**src/rtl/stmt_lowerer_rr_arbiter.sv**
```systemverilog
// N-channel round-robin arbiter with a one-beat registered output stage.
// The current owner may keep the grant for up to MAX_HOLD consecutive beats.
module stmt_lowerer_rr_arbiter #(
    parameter int NUM_CH   = 4,
    parameter int DATA_W   = 8,
    parameter int LOCK_EN  = 1,
    parameter int MAX_HOLD = 4,
    localparam int CH_W    = $clog2(NUM_CH)
) (
    input  logic                     clk,
    input  logic                     rst_n,
    input  logic [NUM_CH-1:0]        req,
    input  logic [NUM_CH*DATA_W-1:0] data_in,
    output logic [NUM_CH-1:0]        gnt,
    output logic                     out_valid,
    input  logic                     out_ready,
    output logic [DATA_W-1:0]        out_data,
    output logic [CH_W-1:0]          out_ch
);

    localparam int CNT_W = (MAX_HOLD < 1) ? 1 : $clog2(MAX_HOLD + 1);
    // With unlimited hold the counter just pins at its maximum.
    localparam logic [CNT_W-1:0] CNT_SAT = (MAX_HOLD == 0) ? {CNT_W{1'b1}} : CNT_W'(MAX_HOLD);

    localparam logic [0:0] IDLE = 1'b0;
    localparam logic [0:0] BUSY = 1'b1;

    logic [0:0]        state_q, state_d;
    logic [CH_W-1:0]   last_q, last_d;
    logic [CNT_W-1:0]  burst_cnt_q, burst_cnt_d;
    logic [DATA_W-1:0] data_q, data_d;
    logic [CH_W-1:0]   ch_q, ch_d;

    logic              slot_open;
    logic              lock_hit;
    logic              win_found;
    logic [CH_W-1:0]   win_ch;
    logic [CH_W-1:0]   cand;

    assign slot_open = (state_q == IDLE) || out_ready;

    always_comb begin
        win_found = 1'b0;
        win_ch    = last_q;
        cand      = last_q;
        lock_hit  = (LOCK_EN != 0) && (state_q == BUSY) && req[last_q] &&
                    ((MAX_HOLD == 0) || (burst_cnt_q < CNT_SAT));
        if (lock_hit) begin
            win_found = 1'b1;
        end else begin
            // Scan starts just past the last owner and ends on the last owner itself.
            for (int unsigned k = 1; k <= NUM_CH; k++) begin
                cand = CH_W'((32'(last_q) + k) % NUM_CH);
                if (req[cand]) begin
                    win_found = 1'b1;
                    win_ch    = cand;
                    break;
                end
            end
        end
    end

    always_comb begin
        state_d     = state_q;
        last_d      = last_q;
        burst_cnt_d = burst_cnt_q;
        data_d      = data_q;
        ch_d        = ch_q;
        if (slot_open) begin
            if (win_found) begin
                data_d  = data_in[win_ch*DATA_W +: DATA_W];
                ch_d    = win_ch;
                state_d = BUSY;
                if ((win_ch == last_q) && (state_q == BUSY)) begin
                    if (burst_cnt_q != CNT_SAT) begin
                        burst_cnt_d = burst_cnt_q + CNT_W'(1);
                    end
                end else begin
                    burst_cnt_d = CNT_W'(1);
                    last_d      = win_ch;
                end
            end else if (state_q == BUSY) begin
                state_d     = IDLE;
                burst_cnt_d = '0;
            end
        end
    end

    always_comb begin
        gnt = '0;
        if (rst_n && slot_open && win_found) begin
            gnt[win_ch] = 1'b1;
        end
    end

    always_ff @(posedge clk or negedge rst_n) begin
        if (!rst_n) begin
            state_q     <= IDLE;
            last_q      <= CH_W'(NUM_CH - 1);
            burst_cnt_q <= '0;
            data_q      <= '0;
            ch_q        <= '0;
        end else begin
            state_q     <= state_d;
            last_q      <= last_d;
            burst_cnt_q <= burst_cnt_d;
            data_q      <= data_d;
            ch_q        <= ch_d;
        end
    end

    assign out_valid = (state_q == BUSY);
    assign out_data  = data_q;
    assign out_ch    = ch_q;

endmodule

```
**config.mk**
```make
export PLATFORM = sky130hd
export DESIGN_NAME = stmt_lowerer_rr_arbiter
export DESIGN_NICKNAME = d
export VERILOG_FILES = /design/src/rtl/stmt_lowerer_rr_arbiter.sv
export SDC_FILE = /design/constraint.sdc
export NUM_CORES = 1
export LEC_CHECK = 0
export CORE_ASPECT_RATIO = 0.6
export CORE_MARGIN = 8
export CORE_UTILIZATION = 51
export DETAILED_ROUTE_END_ITERATION = 16
export HOLD_SLACK_MARGIN = 0.08
export PLACE_DENSITY = 0.87
export SYNTH_ARGS = -nofsm -noshare
export SYNTH_HDL_FRONTEND = slang
export SYNTH_SLANG_ARGS = --single-unit
```
**constraint.sdc**
```tcl
create_clock -name clk -period 9.3 [get_ports clk]
set_clock_uncertainty 0.1 [all_clocks]
set_input_delay 2.79 -clock clk [delete_from_list [all_inputs] [get_ports clk]]
set_output_delay 2.79 -clock clk [all_outputs]
set_load 0.02 [all_outputs]
```
# ---- Word level (Yosys, flattened, before mapping)
# Cells that the tools add are included.
dict set report op_classes {
  add_sub_neg 5
  order_cmp 8
  eq_ne 3
  shifts 1
  mux 42
  n_bitwise 2
  reduce_logical 11
}
# op n
set ops {}
lappend ops {{$shiftx 32x6->8} 1}
lappend ops {{$mux 1} 23}
lappend ops {{$lt 2x3->1 const B} 6}
lappend ops {{$mux 2} 8}
lappend ops {{$mux 3} 4}
lappend ops {{$bmux 1 s2} 5}
lappend ops {{$logic_and 1x1->1} 6}
lappend ops {{$reduce_and 3->1} 2}
lappend ops {{$add 2x1->2 const B} 2}
lappend ops {{$add 2x2->2 const B} 2}
lappend ops {{$mux 4} 1}
lappend ops {{$add 3x1->3 const B} 1}
lappend ops {{$lt 3x3->1 const B} 1}
lappend ops {{$ne 3x2->1 const B} 1}
lappend ops {{$ne 3x3->1 const B} 1}
lappend ops {{$demux 1 s2} 1}
lappend ops {{$eq 2x2->1} 1}
lappend ops {{$ge 2x1->1 const B} 1}
lappend ops {{$not 1->1} 2}
lappend ops {{$reduce_and 2->1} 1}
lappend ops {{$reduce_bool 2->1} 1}
lappend ops {{$logic_or 1x1->1} 1}
dict set report word_totals {
  register_bits 16
  input_bits 39
  output_inout_bits 15
  wordCells 77
}

# ---- Depth between registers and ports, before layout
# Gate-level depths: netlist of run 1.
dict set report depth {
  word_depth 19
  depth_mapped 9
  mapped_depth_nobuf 6
}

# ---- Worst setup path before layout of run 1
# No wires, ideal clock.
dict set report synth_path {
  path_type {in2out}
  startpoint {in req[3]}
  endpoint {out gnt[3]}
  t_arrival_ns 4.306
  required_ns 6.410
  path_slack_ns 2.104
  cell_stages 7
  n_path_buf 1
  path_cell_list {mux2i_1 nor2_1 or4_4 nand2_4 buf_8 nand3_1 a21oi_1}
}
dict set report synth_between {
  elab_chain_cells 15
  elab_cells_between_ends 43
  classes_between {order compare (2); mux (37); reduce/logical (4)}
}
# item line
set synth_rtl {}
lappend synth_rtl {{from (decl)} 12} ;# input logic [NUM_CH-1:0] req,
lappend synth_rtl {{$bmux 1 s2} 54} ;# if (req[cand]) begin
lappend synth_rtl {{$mux 1 (not written as such)} 54}
lappend synth_rtl {{$mux 2 / $mux 1 (equally long branches)} 54}
lappend synth_rtl {{$mux 2 / $mux 1 (equally long branches) (2 in a row)} {54, 52}}
lappend synth_rtl {{$mux 2 / $mux 1 (equally long branches)} {54, 48}}
lappend synth_rtl {{$mux 2 (3 in a row)} 52} ;# for (int unsigned k = 1; k <= NUM_CH; k++) begin
lappend synth_rtl {{$mux 2} 48} ;# if (lock_hit) begin
lappend synth_rtl {{$lt 2x3->1 (not written as such) / $ge 2x1->1 (equally long branches)} 92} ;# gnt[win_ch] = 1'b1;
lappend synth_rtl {{$logic_and 1x1->1 (not written as such)} 92}
lappend synth_rtl {{$mux 1 (not written as such)} 92}
lappend synth_rtl {{$demux 1 s2} 92}
lappend synth_rtl {{$mux 4 (*)} 91} ;# if (rst_n && slot_open && win_found) begin
lappend synth_rtl {{to (decl)} 14} ;# output logic [NUM_CH-1:0] gnt,
# Every way passes the cells marked *; elsewhere a longest branch is shown, timed or not. The select of a mux whose other input is x is not followed.

# ---- Final worst setup path of run 1
dict set report layout_path {
  startpoint {in req[1]}
  endpoint {out gnt[0]}
}
# Same word-level chain as after synthesis.

==> results.sh, run 1 <==
export IMPL_syn_avg_cell_area_um2=9.457
export IMPL_synth_cell_area_mm2=0.001693
export IMPL_routabilityCongestion=0.8170
export IMPL_slowest_stage="a21oi_1"
export IMPL_vias=1612
export IMPL_synth_cells=179
export IMPL_grt_pass1_wl_um=7500
export IMPL_cts_root_buf="clkbuf_8"
export IMPL_clk_path_buf_depth=2
export IMPL_yosysWarnings=0
export IMPL_wl_met1_um=2304
export IMPL_required_ps=6410
export IMPL_finalCritPeriodShare_pct=94.04
export IMPL_cts_tree="built"
export IMPL_hold_viol=0
export IMPL_ys_seq_elements=16
export IMPL_met3_length_um=399
export IMPL_drt_wl_total_um=4658
export IMPL_worstMarginPinSlew_ps=889.1
export IMPL_yosys_most_used_dff="dfrtp_1"
export IMPL_topRoutingLayerUsed="met4"
export IMPL_ir_worst_vdd_uv=123.7
export IMPL_maxSlewViolCount=0
export IMPL_worst_setup_path_end_kind="output pin"
export IMPL_yosys_area_top_type_share_pct=20.69
export IMPL_r2r_cells=6
export IMPL_cts_sinks=16
export IMPL_reg2reg_slack_ps=6210
export IMPL_clk_pin_slew_worst_paths_ps=60
export IMPL_insertion_delay_ps=250
export IMPL_post_cts_buffers=0
export IMPL_cp_start_kind="input port"
export IMPL_fp_dieW_um=90.38
export IMPL_fin_total_pwr_uw=636.3
export IMPL_globalRouteTotalUtil_pct=16.63
export IMPL_remaining_drc_errors=0
export IMPL_grt_antenna_before_repair=0
export IMPL_power_density_mw_per_mm2=284.9
export IMPL_fin_nets=265
export IMPL_critPathKind="input port to output pin"
export IMPL_slowest_delay_ps=740
export IMPL_drive_gt1_share_pct=21.17
export IMPL_finalCoreUtilization_pct=69.29
export IMPL_crit_fanout=13
export IMPL_crit_chain="clkdlybuf4s50_1, mux2i_1, nor2_1, a21oi_1, nand2_2, nor2_1, clkdlybuf4s50_1"
export IMPL_ctsHtreeMaxLevel=1
export IMPL_routed_wl_met2_um=1946
export IMPL_tns_ps=0
export IMPL_initial_utilization_pct=52.52
export IMPL_timing_rr_end="out_data[2]$_DFFE_PN0P_"
export IMPL_synth_largest_area_cell="dfrtp_1"
export IMPL_synth_seq_area_share_pct=23.80
export IMPL_area_growth_syn_to_layout_pct=31.93
export IMPL_ant_nets=0
export IMPL_synth_edf_count=0
export IMPL_hold_buffers=0
export IMPL_max_cap_violations=0
export IMPL_synth_area_top_cells="dfrtp_1 21%, a211oi_2 5.9%, o31ai_2 5.9%"
export IMPL_slew_headroom_pct=40.73
export IMPL_power_leakage_nw=0.9422
export IMPL_reg2reg_from="last_q[1]$_DFFE_PN1P_"
export IMPL_min_path_cells=2
export IMPL_portBuffers=53
export IMPL_firstDrtPassIters=4
export IMPL_layout_min_cycle_time_ps=8746
export IMPL_rsz0062_at_grt="false"
export IMPL_crit_arrival_ps=5860
export IMPL_syn_nets=220
export IMPL_setup_viol=0
export IMPL_n_antenna_cell=0
export IMPL_die_height_um=60.63
export IMPL_grt_max_degree=27
export IMPL_hold_class="flip-flop to flip-flop"
export IMPL_post_cts_resized=0
export IMPL_dp_hpwl_um=3627
export IMPL_ys_async_sr_fraction_pct=100.0
export IMPL_grt_pass1_vias=1479
export IMPL_drt_iter0_markers=104
export IMPL_maxClockFrequency_mhz=114.3
export IMPL_dieArea_mm2=0.005479
export IMPL_grt_ovfl_total=0
export IMPL_critPathCapture="gnt[0]"
export IMPL_fp_row_count=16
export IMPL_boundaryPins=54
export IMPL_numCtsBuffers=3
export IMPL_outcome="finished, final reports clean"
export IMPL_synth_cell_types=48
export IMPL_vias_per_cell=6.037
export IMPL_cp_startpoint="req[1]"
export IMPL_wl_per_cell_um=17.45
export IMPL_coreArea_mm2=0.003223
sequential cells by signal, indices dropped and copies added, names as in the netlist:
register     flops
out_ch           2
burst_cnt_q      3
out_data         8
out_valid        1
last_q           2
stage by stage:
stage / worst slack, ps / instances / hold WS, ps / instance area [um2]
floorplan: 2104 / 179 / 422.3 / 1693
global placement: 682.1 / 264 / 360.1 / 2192
detailed placement: 559.0 / 264 / 378.1 / 2192
CTS: 551.7 / 267 / 392.0 / 2233
global route: 410.7 / 267 / 419.6 / 2233
finish: 553.9 / 267 / 388.7 / 2233
critical path: cells and delay by family:
kind,cells,cell delay (ps)
multiplexers,1,260
buffers and inverters,2,1210
AO/OA/AOI/OAI,1,740
AND/OR/NAND/NOR,3,860
placed cells by master (no fill, tap or decap), drive strengths merged, types with 9 or more instances in the layout:
cell / Yosys / layout
clkdlybuf4s50: 0 / 53
mux2i: 10 / 10
nor2: 9 / 9
nand2: 23 / 23
a22o: 10 / 10
dfrtp: 14 / 14
o21ai: 10 / 10
and3: 9 / 9
synthesized netlist by cell type (all sizes together) (3+ instances only):
master and count:
a21oi 7, inv 4, a22o 10, o211a 8, nand2b 4, mux2i 10
nor2 9, clkbuf 5, o21ai 10, buf 9, nand2 23, or4 3
o31ai 8, a211oi 8, dfrtp 14, nor3 5, and3 9, a22oi 8
nand3 5
kinds of logic after synthesis:
kind of cell | count (synthesis) | synth area share (%)
flip-flops | 16 | 23.80
multiplexers | 12 | 7.908
AND/OR/NAND/NOR | 66 | 24.84
adder cells (fa/ha/maj) | 2 | 1.478
buffers and inverters | 18 | 6.504
AO/OA/AOI/OAI | 65 | 35.48
report_power, final:
part	switching (mW)	total [mW]	leakage, nW	internal (mW)
combinational	0.230	0.438	0.732	0.208
clock	0.0224	0.0511	0.0216	0.0287
sequential	0.0424	0.147	0.189	0.104
total	0.295	0.636	0.942	0.341
how the worst min path moves through the flow:
| stage | startpoint | slack, ps | endpoint |
|---|---|---|---|
| floorplan | burst_cnt_q[1]$_DFFE_PN0P_ | 420 | burst_cnt_q[1]$_DFFE_PN0P_ |
| detailed placement | out_data[2]$_DFFE_PN0P_ | 380 | out_data[2]$_DFFE_PN0P_ |
| global route | out_data[3]$_DFFE_PN0P_ | 420 | out_data[3]$_DFFE_PN0P_ |
| finish | out_ch[0]$_DFFE_PN0P_ | 390 | out_ch[0]$_DFFE_PN0P_ |
| CTS | out_data[2]$_DFFE_PN0P_ | 390 | out_data[2]$_DFFE_PN0P_ |
| global placement | out_ch[0]$_DFFE_PN0P_ | 360 | out_ch[0]$_DFFE_PN0P_ |
area by class of cell:
class	count	area, um2
sequential	16	402.9
timing repair buffer	54	538.0
tap	45	56.30
multi-input combinational	145	1180
fill	267	989.7
inverter	4	15.01
clock buffer	3	41.29
layer usage:
layer | vias up | track usage (%)
met5 | - | 0
li1 | 769 | -
met3 | 2 | 5.556
met2 | 75 | 23.85
met1 | 766 | 24.08
met4 | 0 | 1.408
(Power assumes the default switching activity.)
==> run 2, diff against run 1 <==
ABC_AREA = 1   (was not set)
CORE_UTILIZATION = 48   (was 51)
PLACE_DENSITY = 0.86   (was 0.87)
SLEW_MARGIN = 0   (was not set)
==> run 2 against run 1 <==
Register-to-register slack better by 620 ps. Critical path depth up 5. Synthesized cell count rose by 30%. Routed wire length decreased by 22%. Setup slack gained 540 ps. Combinational power increased by 50%. Clock power barely moved. Global-route usage down 1.1 points. First-iteration DRC count fell by 24%. Non-clock buffer count stayed put. Final cell count is 22% higher. Area after synthesis shrank 16%.
==> results.sh, run 2 <==
export IMPL_synth_cell_types=22
export IMPL_vias_per_cell=4.738
export IMPL_finalCritPeriodShare_pct=88.19
export IMPL_fp_dieW_um=86.25
export IMPL_rsz0062_at_grt="false"
export IMPL_cts_tree="built"
export IMPL_worstMarginPinSlew_ps=737.7
export IMPL_crit_fanout=15
export IMPL_routabilityCongestion=0.8095
export IMPL_post_cts_resized=0
export IMPL_nFillCells=251
export IMPL_globalRouteTotalUtil_pct=15.55
export IMPL_synth_area_top_cells="nand2_1 34%, dfrtp_1 25%, nand2_2 7.0%"
export IMPL_muxShareOfSynthArea_pct=0
export IMPL_required_ps=6410
export IMPL_setup_viol=0
export IMPL_maxSlewViolCount=0
export IMPL_tns_ps=0
export IMPL_clk_pin_slew_worst_paths_ps=60
export IMPL_grt_max_degree=19
export IMPL_grt_antenna_before_repair=0
export IMPL_drt_wl_total_um=3631
export IMPL_die_height_um=58.15
export IMPL_hold_viol=0
export IMPL_yosys_most_used_dff="dfrtp_1"
export IMPL_fp_row_count=15
export IMPL_max_cap_violations=0
export IMPL_portBuffers=53
export IMPL_firstDrtPassIters=4
export IMPL_n_antenna_cell=0
export IMPL_dp_hpwl_um=2949
export IMPL_p_sw_share_pct=56.03
export IMPL_synth_fa_ha_area_share_pct=1.761
export IMPL_boundaryPins=54
export IMPL_post_cts_buffers=0
export IMPL_hold_class="flip-flop to flip-flop"
export IMPL_synth_common_cells="127 x nand2_1, 19 x nand3_1, 16 x nand2_2"
export IMPL_synth_compound_area_share_pct=2.729
export IMPL_final_cells=325
export IMPL_power_switching_uw=475.7
export IMPL_largest_reg_flops=8
export IMPL_vias=1540
export IMPL_syn_nets=274
export IMPL_final_cell_mix="127 x nand2_1, 53 x clkdlybuf4s50_1, 19 x nand3_1, 16 x nand2_2, 15 x inv_1"
export IMPL_drive_gt1_share_pct=12.37
export IMPL_synth_most_common_cell="nand2_1"
export IMPL_cp_start_kind="input port"
export IMPL_coreArea_mm2=0.002853
export IMPL_numCtsBuffers=3
export IMPL_cts_sinks=16
export IMPL_ys_async_sr_fraction_pct=100.0
export IMPL_yosys_area_share_simple_pct=57.31
export IMPL_maxClockFrequency_mhz=121.9
export IMPL_worstHoldStart="out_data[3]$_DFFE_PN0P_"
export IMPL_dieArea_mm2=0.005015
export IMPL_power_density_mw_per_mm2=427.0
export IMPL_clockPowerShare_pct=6.0
export IMPL_grt_pass1_vias=1506
export IMPL_worst_setup_path_end_kind="output pin"
export IMPL_syn_avg_cell_area_um2=6.100
export IMPL_ctsHtreeMaxLevel=1
export IMPL_seq_power_share_pct=16.7
export IMPL_cts_root_buf="clkbuf_8"
export IMPL_ir_worst_vdd_uv=197.8
export IMPL_grt_pass1_wl_um=6348
export IMPL_crit_arrival_ps=5310
export IMPL_dpl_worst_slack_ps=1084
export IMPL_reg2reg_from="last_q[0]$_DFFE_PN1P_"
export IMPL_yosysWarnings=0
export IMPL_synth_top_family_by_area="simple AND/OR/NAND/NOR gates"
export IMPL_insertion_delay_ps=250
export IMPL_fin_nets=326
export IMPL_layout_setup_ws_ps=1098
export IMPL_synth_cells=233
export IMPL_hold_buffers=0
export IMPL_synth_xor_area_share_pct=0
export IMPL_wl_per_cell_um=11.17
export IMPL_ant_nets=0
export IMPL_slew_headroom_pct=50.67
export IMPL_synth_cell_area_mm2=0.001421
export IMPL_cp_startpoint="req[0]"
export IMPL_critPathKind="input port to output pin"
export IMPL_yosys_area_top_type_share_pct=33.54
export IMPL_layout_min_cycle_time_ps=8202
export IMPL_outcome="finished, final reports clean"
export IMPL_area_growth_syn_to_layout_pct=39.88
export IMPL_p_int_uw=373.3
export IMPL_initial_utilization_pct=49.82
export IMPL_ys_seq_elements=16
export IMPL_dp_cells=322
export IMPL_grt_ovfl_total=0
export IMPL_power_leakage_nw=1.062
export IMPL_finalCoreUtilization_pct=69.69
export IMPL_drt_iter0_markers=79
export IMPL_comb_power_share_pct=77.3
export IMPL_synth_largest_area_cell="nand2_1"
export IMPL_final_common_cell="nand2_1"
export IMPL_remaining_drc_errors=0
export IMPL_synth_edf_count=0
export IMPL_synth_seq_area_share_pct=28.35
export IMPL_clk_path_buf_depth=2
-- run 2: final cells by class --
| class | instances | area (um2) | share of cell area (%) |
|---|---|---|---|
| inverters | 20 | 75.07 | 3.776 |
| clock buffers | 3 | 41.29 | 2.077 |
| well taps | 42 | 52.55 | 2.643 |
| flip-flops and latches | 16 | 402.9 | 20.26 |
| repair buffers | 54 | 538.0 | 27.06 |
| multi-input cells | 190 | 878.3 | 44.18 |
-- run 2: power by group through the flow --
| stage | clock network (mW) | logic, mW | registers, mW |
|---|---|---|---|
| detailed placement | 0 | 0.660 | 0.141 |
| finish | 0.0509 | 0.657 | 0.142 |
| global placement | 0 | 0.651 | 0.141 |
| global route | 0.0558 | 0.753 | 0.146 |
| CTS | 0.0532 | 0.663 | 0.141 |
| floorplan | 0 | 0.509 | 0.155 |
-- run 2: cell families after synthesis --
group	Yosys count
buffers and inverters	27
AND/OR/NAND/NOR	181
adder cells (fa/ha/maj)	2
AO/OA/AOI/OAI	7
flip-flops	16
-- run 2: path summary, 6_finish.rpt --
path / end / slack [ps] / cells past startpoint
max: gnt[1] / 1100 / 12
min: out_data[3]$_DFFE_PN0P_ / 380 / 2
max reg2reg: burst_cnt_q[1]$_DFFE_PN0P_ / 6830 / 13
min reg2reg: out_data[3]$_DFFE_PN0P_ / 380 / 2
max in group asynchronous: out_data[0]$_DFFE_PN0P_ / 5760 / 1
min in group asynchronous: out_data[6]$_DFFE_PN0P_ / 2880 / 1
-- run 2: metrics by stage --
stage               instance area (um2)  hold WS (ps)  total power, mW
floorplan                          1421         400.6           0.6646
global placement                   1947         363.5           0.7917
detailed placement                 1947         368.5           0.8007
CTS                                1988         385.2           0.8568
global route                       1988         405.4           0.9546
finish                             1988         377.8           0.8490
-- run 2: critical path, stage by stage --
cell             delay [ps]
clkdlybuf4s50_1         520
nand2_2                  60
nand2_2                  90
nand2_2                  70
nand2_2                  80
inv_2                    50
nand3_1                 120
nand2_1                 310
inv_2                   270
nand2_1                 130
nor3_1                  180
clkdlybuf4s50_1         640
-- run 2: per-layer routing --
layer  vias to the layer above  part of all wire (%)  wire length, um  global-route usage, %
li1                        815                     -                -                      -
met1                       672                    45             1643                  18.56
met2                        48                    43             1549                  24.10
met3                         5                    11              413                  8.592
met4                         0                  0.69               25                  2.920
met5                         -                     0                0                      0
==> run 3, diff against run 2 <==
PLACE_DENSITY = not set   (was 0.86)
PLACE_DENSITY_LB_ADDON = 0.1   (was not set)
==> run 3 against run 2 <==
Final cell count is 0.92% higher. Clock power is 22% higher. Sequential share of layout area is 0.29 points lower. Critical path depth is 2 higher. Sequential power hardly changed. Via count is 1.2% higher.
==> results.sh, run 3 (synthesized netlist as in run 2, its figures left out) <==
export IMPL_cp_startpoint="req[3]"
export IMPL_layout_setup_ws_ps=1277
export IMPL_largest_reg_flops=8
export IMPL_cp_start_kind="input port"
export IMPL_power_switching_uw=479.1
export IMPL_finalCritPeriodShare_pct=86.27
export IMPL_worstHoldStart="out_data[4]$_DFFE_PN0P_"
export IMPL_fin_total_pwr_uw=865.1
export IMPL_tns_ps=0
export IMPL_cts_root_buf="clkbuf_8"
export IMPL_dp_hpwl_um=3029
export IMPL_clk_path_buf_depth=2
export IMPL_final_cells=328
export IMPL_cts_sinks=16
export IMPL_hold_buffers=0
export IMPL_required_ps=6410
export IMPL_grt_pass1_wl_um=6417
export IMPL_numCtsBuffers=3
export IMPL_final_common_cell="nand2_1"
export IMPL_post_cts_buffers=0
export IMPL_max_cap_violations=0
export IMPL_crit_arrival_ps=5130
export IMPL_area_growth_syn_to_layout_pct=41.90
export IMPL_drive_gt1_share_pct=13.29
export IMPL_fp_row_count=15
export IMPL_n_antenna_cell=0
export IMPL_cp_top_family="buffers and inverters"
export IMPL_boundaryPins=54
export IMPL_dpl_worst_slack_ps=1285
export IMPL_worst_setup_path_end_kind="output pin"
export IMPL_slew_headroom_pct=73.86
export IMPL_dp_cells=324
export IMPL_maxClockFrequency_mhz=124.6
export IMPL_vias=1558
export IMPL_hold_class="flip-flop to flip-flop"
export IMPL_seq_power_share_pct=16.3
export IMPL_power_leakage_nw=1.079
export IMPL_critPathKind="input port to output pin"
export IMPL_clk_pin_slew_worst_paths_ps=60
export IMPL_grt_max_degree=19
export IMPL_maxSlewViolCount=0
export IMPL_post_dp_cell_area_mm2=0.001962
export IMPL_finalCoreUtilization_pct=70.70
export IMPL_setup_viol=0
export IMPL_initial_utilization_pct=49.82
export IMPL_slowest_stage="clkdlybuf4s50_1"
export IMPL_slowest_delay_ps=640
export IMPL_p_int_uw=386.1
export IMPL_grt_pass1_vias=1490
export IMPL_insertion_delay_ps=250
export IMPL_crit_fanout=12
export IMPL_globalRouteTotalUtil_pct=15.65
export IMPL_nFillCells=249
export IMPL_drt_iter0_markers=78
export IMPL_grt_ovfl_total=0
export IMPL_stdcell_area_mm2=0.002017
export IMPL_p_sw_share_pct=55.37
export IMPL_crit_chain="clkdlybuf4s50_1, inv_1, nand2_2, nand2_1, nand2_1, nand3_4, nand2_1, inv_1, nand2_1, o21ai_1, buf_4, inv_1, nor3_1, clkdlybuf4s50_1"
export IMPL_ir_worst_vdd_uv=234.5
export IMPL_outcome="finished, final reports clean"
export IMPL_dieArea_mm2=0.005015
export IMPL_coreArea_mm2=0.002853
export IMPL_grt_antenna_before_repair=0
export IMPL_post_cts_resized=0
export IMPL_rsz0062_at_grt="false"
export IMPL_cts_tree="built"
export IMPL_clockPowerShare_pct=7.2
export IMPL_hold_viol=0
export IMPL_whs_ps=382.6
export IMPL_drt_wl_total_um=3745
export IMPL_remaining_drc_errors=0
export IMPL_worstMarginPinSlew_ps=391.1
export IMPL_final_cell_mix="127 x nand2_1, 53 x clkdlybuf4s50_1, 19 x nand3_1, 16 x nand2_2, 15 x inv_1"
export IMPL_firstDrtPassIters=4
export IMPL_power_density_mw_per_mm2=428.9
export IMPL_die_height_um=58.15
export IMPL_fp_dieW_um=86.25
export IMPL_ctsHtreeMaxLevel=1
export IMPL_critPathBufInv=6
export IMPL_comb_power_share_pct=76.5
export IMPL_portBuffers=53
export IMPL_crit_top_cell="nand2_1"
export IMPL_ant_nets=0
export IMPL_layout_min_cycle_time_ps=8023
export IMPL_vias_per_cell=4.750
export IMPL_reg2reg_from="last_q[0]$_DFFE_PN1P_"
export IMPL_wl_per_cell_um=11.42
export IMPL_fin_nets=328
export IMPL_routabilityCongestion=0.8265
[run 3: area by class of cell]
cell class,instances,area [um2],share of cell area [%]
well taps,42,52.55,2.605
inverters,20,75.07,3.722
flip-flops and latches,16,402.9,19.98
clock buffers,4,55.05,2.730
multi-input cells,190,878.3,43.55
repair buffers,56,553.0,27.42
[run 3: metal layers]
metal  global-route usage, %  wire [um]  vias to the layer above
met4                   1.460          8                        0
met3                   8.873        346                        2
met2                   25.08       1657                       33
met1                   18.41       1733                      700
met5                       0          0                        -
li1                        -          -                      823
[run 3: worst paths after layout]
path / to / slack, ps / cells after the start
worst max-delay path: gnt[3] / 1280 / 14
worst min-delay path: out_data[4]$_DFFE_PN0P_ / 380 / 2
worst max register to register: out_data[4]$_DFFE_PN0P_ / 6880 / 15
worst min register to register: out_data[4]$_DFFE_PN0P_ / 380 / 2
max in group asynchronous: last_q[0]$_DFFE_PN1P_ / 6100 / 2
min in group asynchronous: burst_cnt_q[2]$_DFFE_PN0P_ / 2750 / 2
[run 3: worst register-to-register path, delay by kind of cell, from the launching register on]
kind | cells | cell delay, ps
compound gates | 1 | 80
buf+inv | 4 | 620
flops | 1 | 690
simple gates | 10 | 860
[run 3: power by group through the flow]
stage	logic, mW	clock network [mW]	registers [mW]
global placement	0.656	0	0.142
CTS	0.670	0.0629	0.141
finish	0.662	0.0621	0.141
floorplan	0.509	0	0.155
global route	0.755	0.0657	0.146
detailed placement	0.666	0	0.142
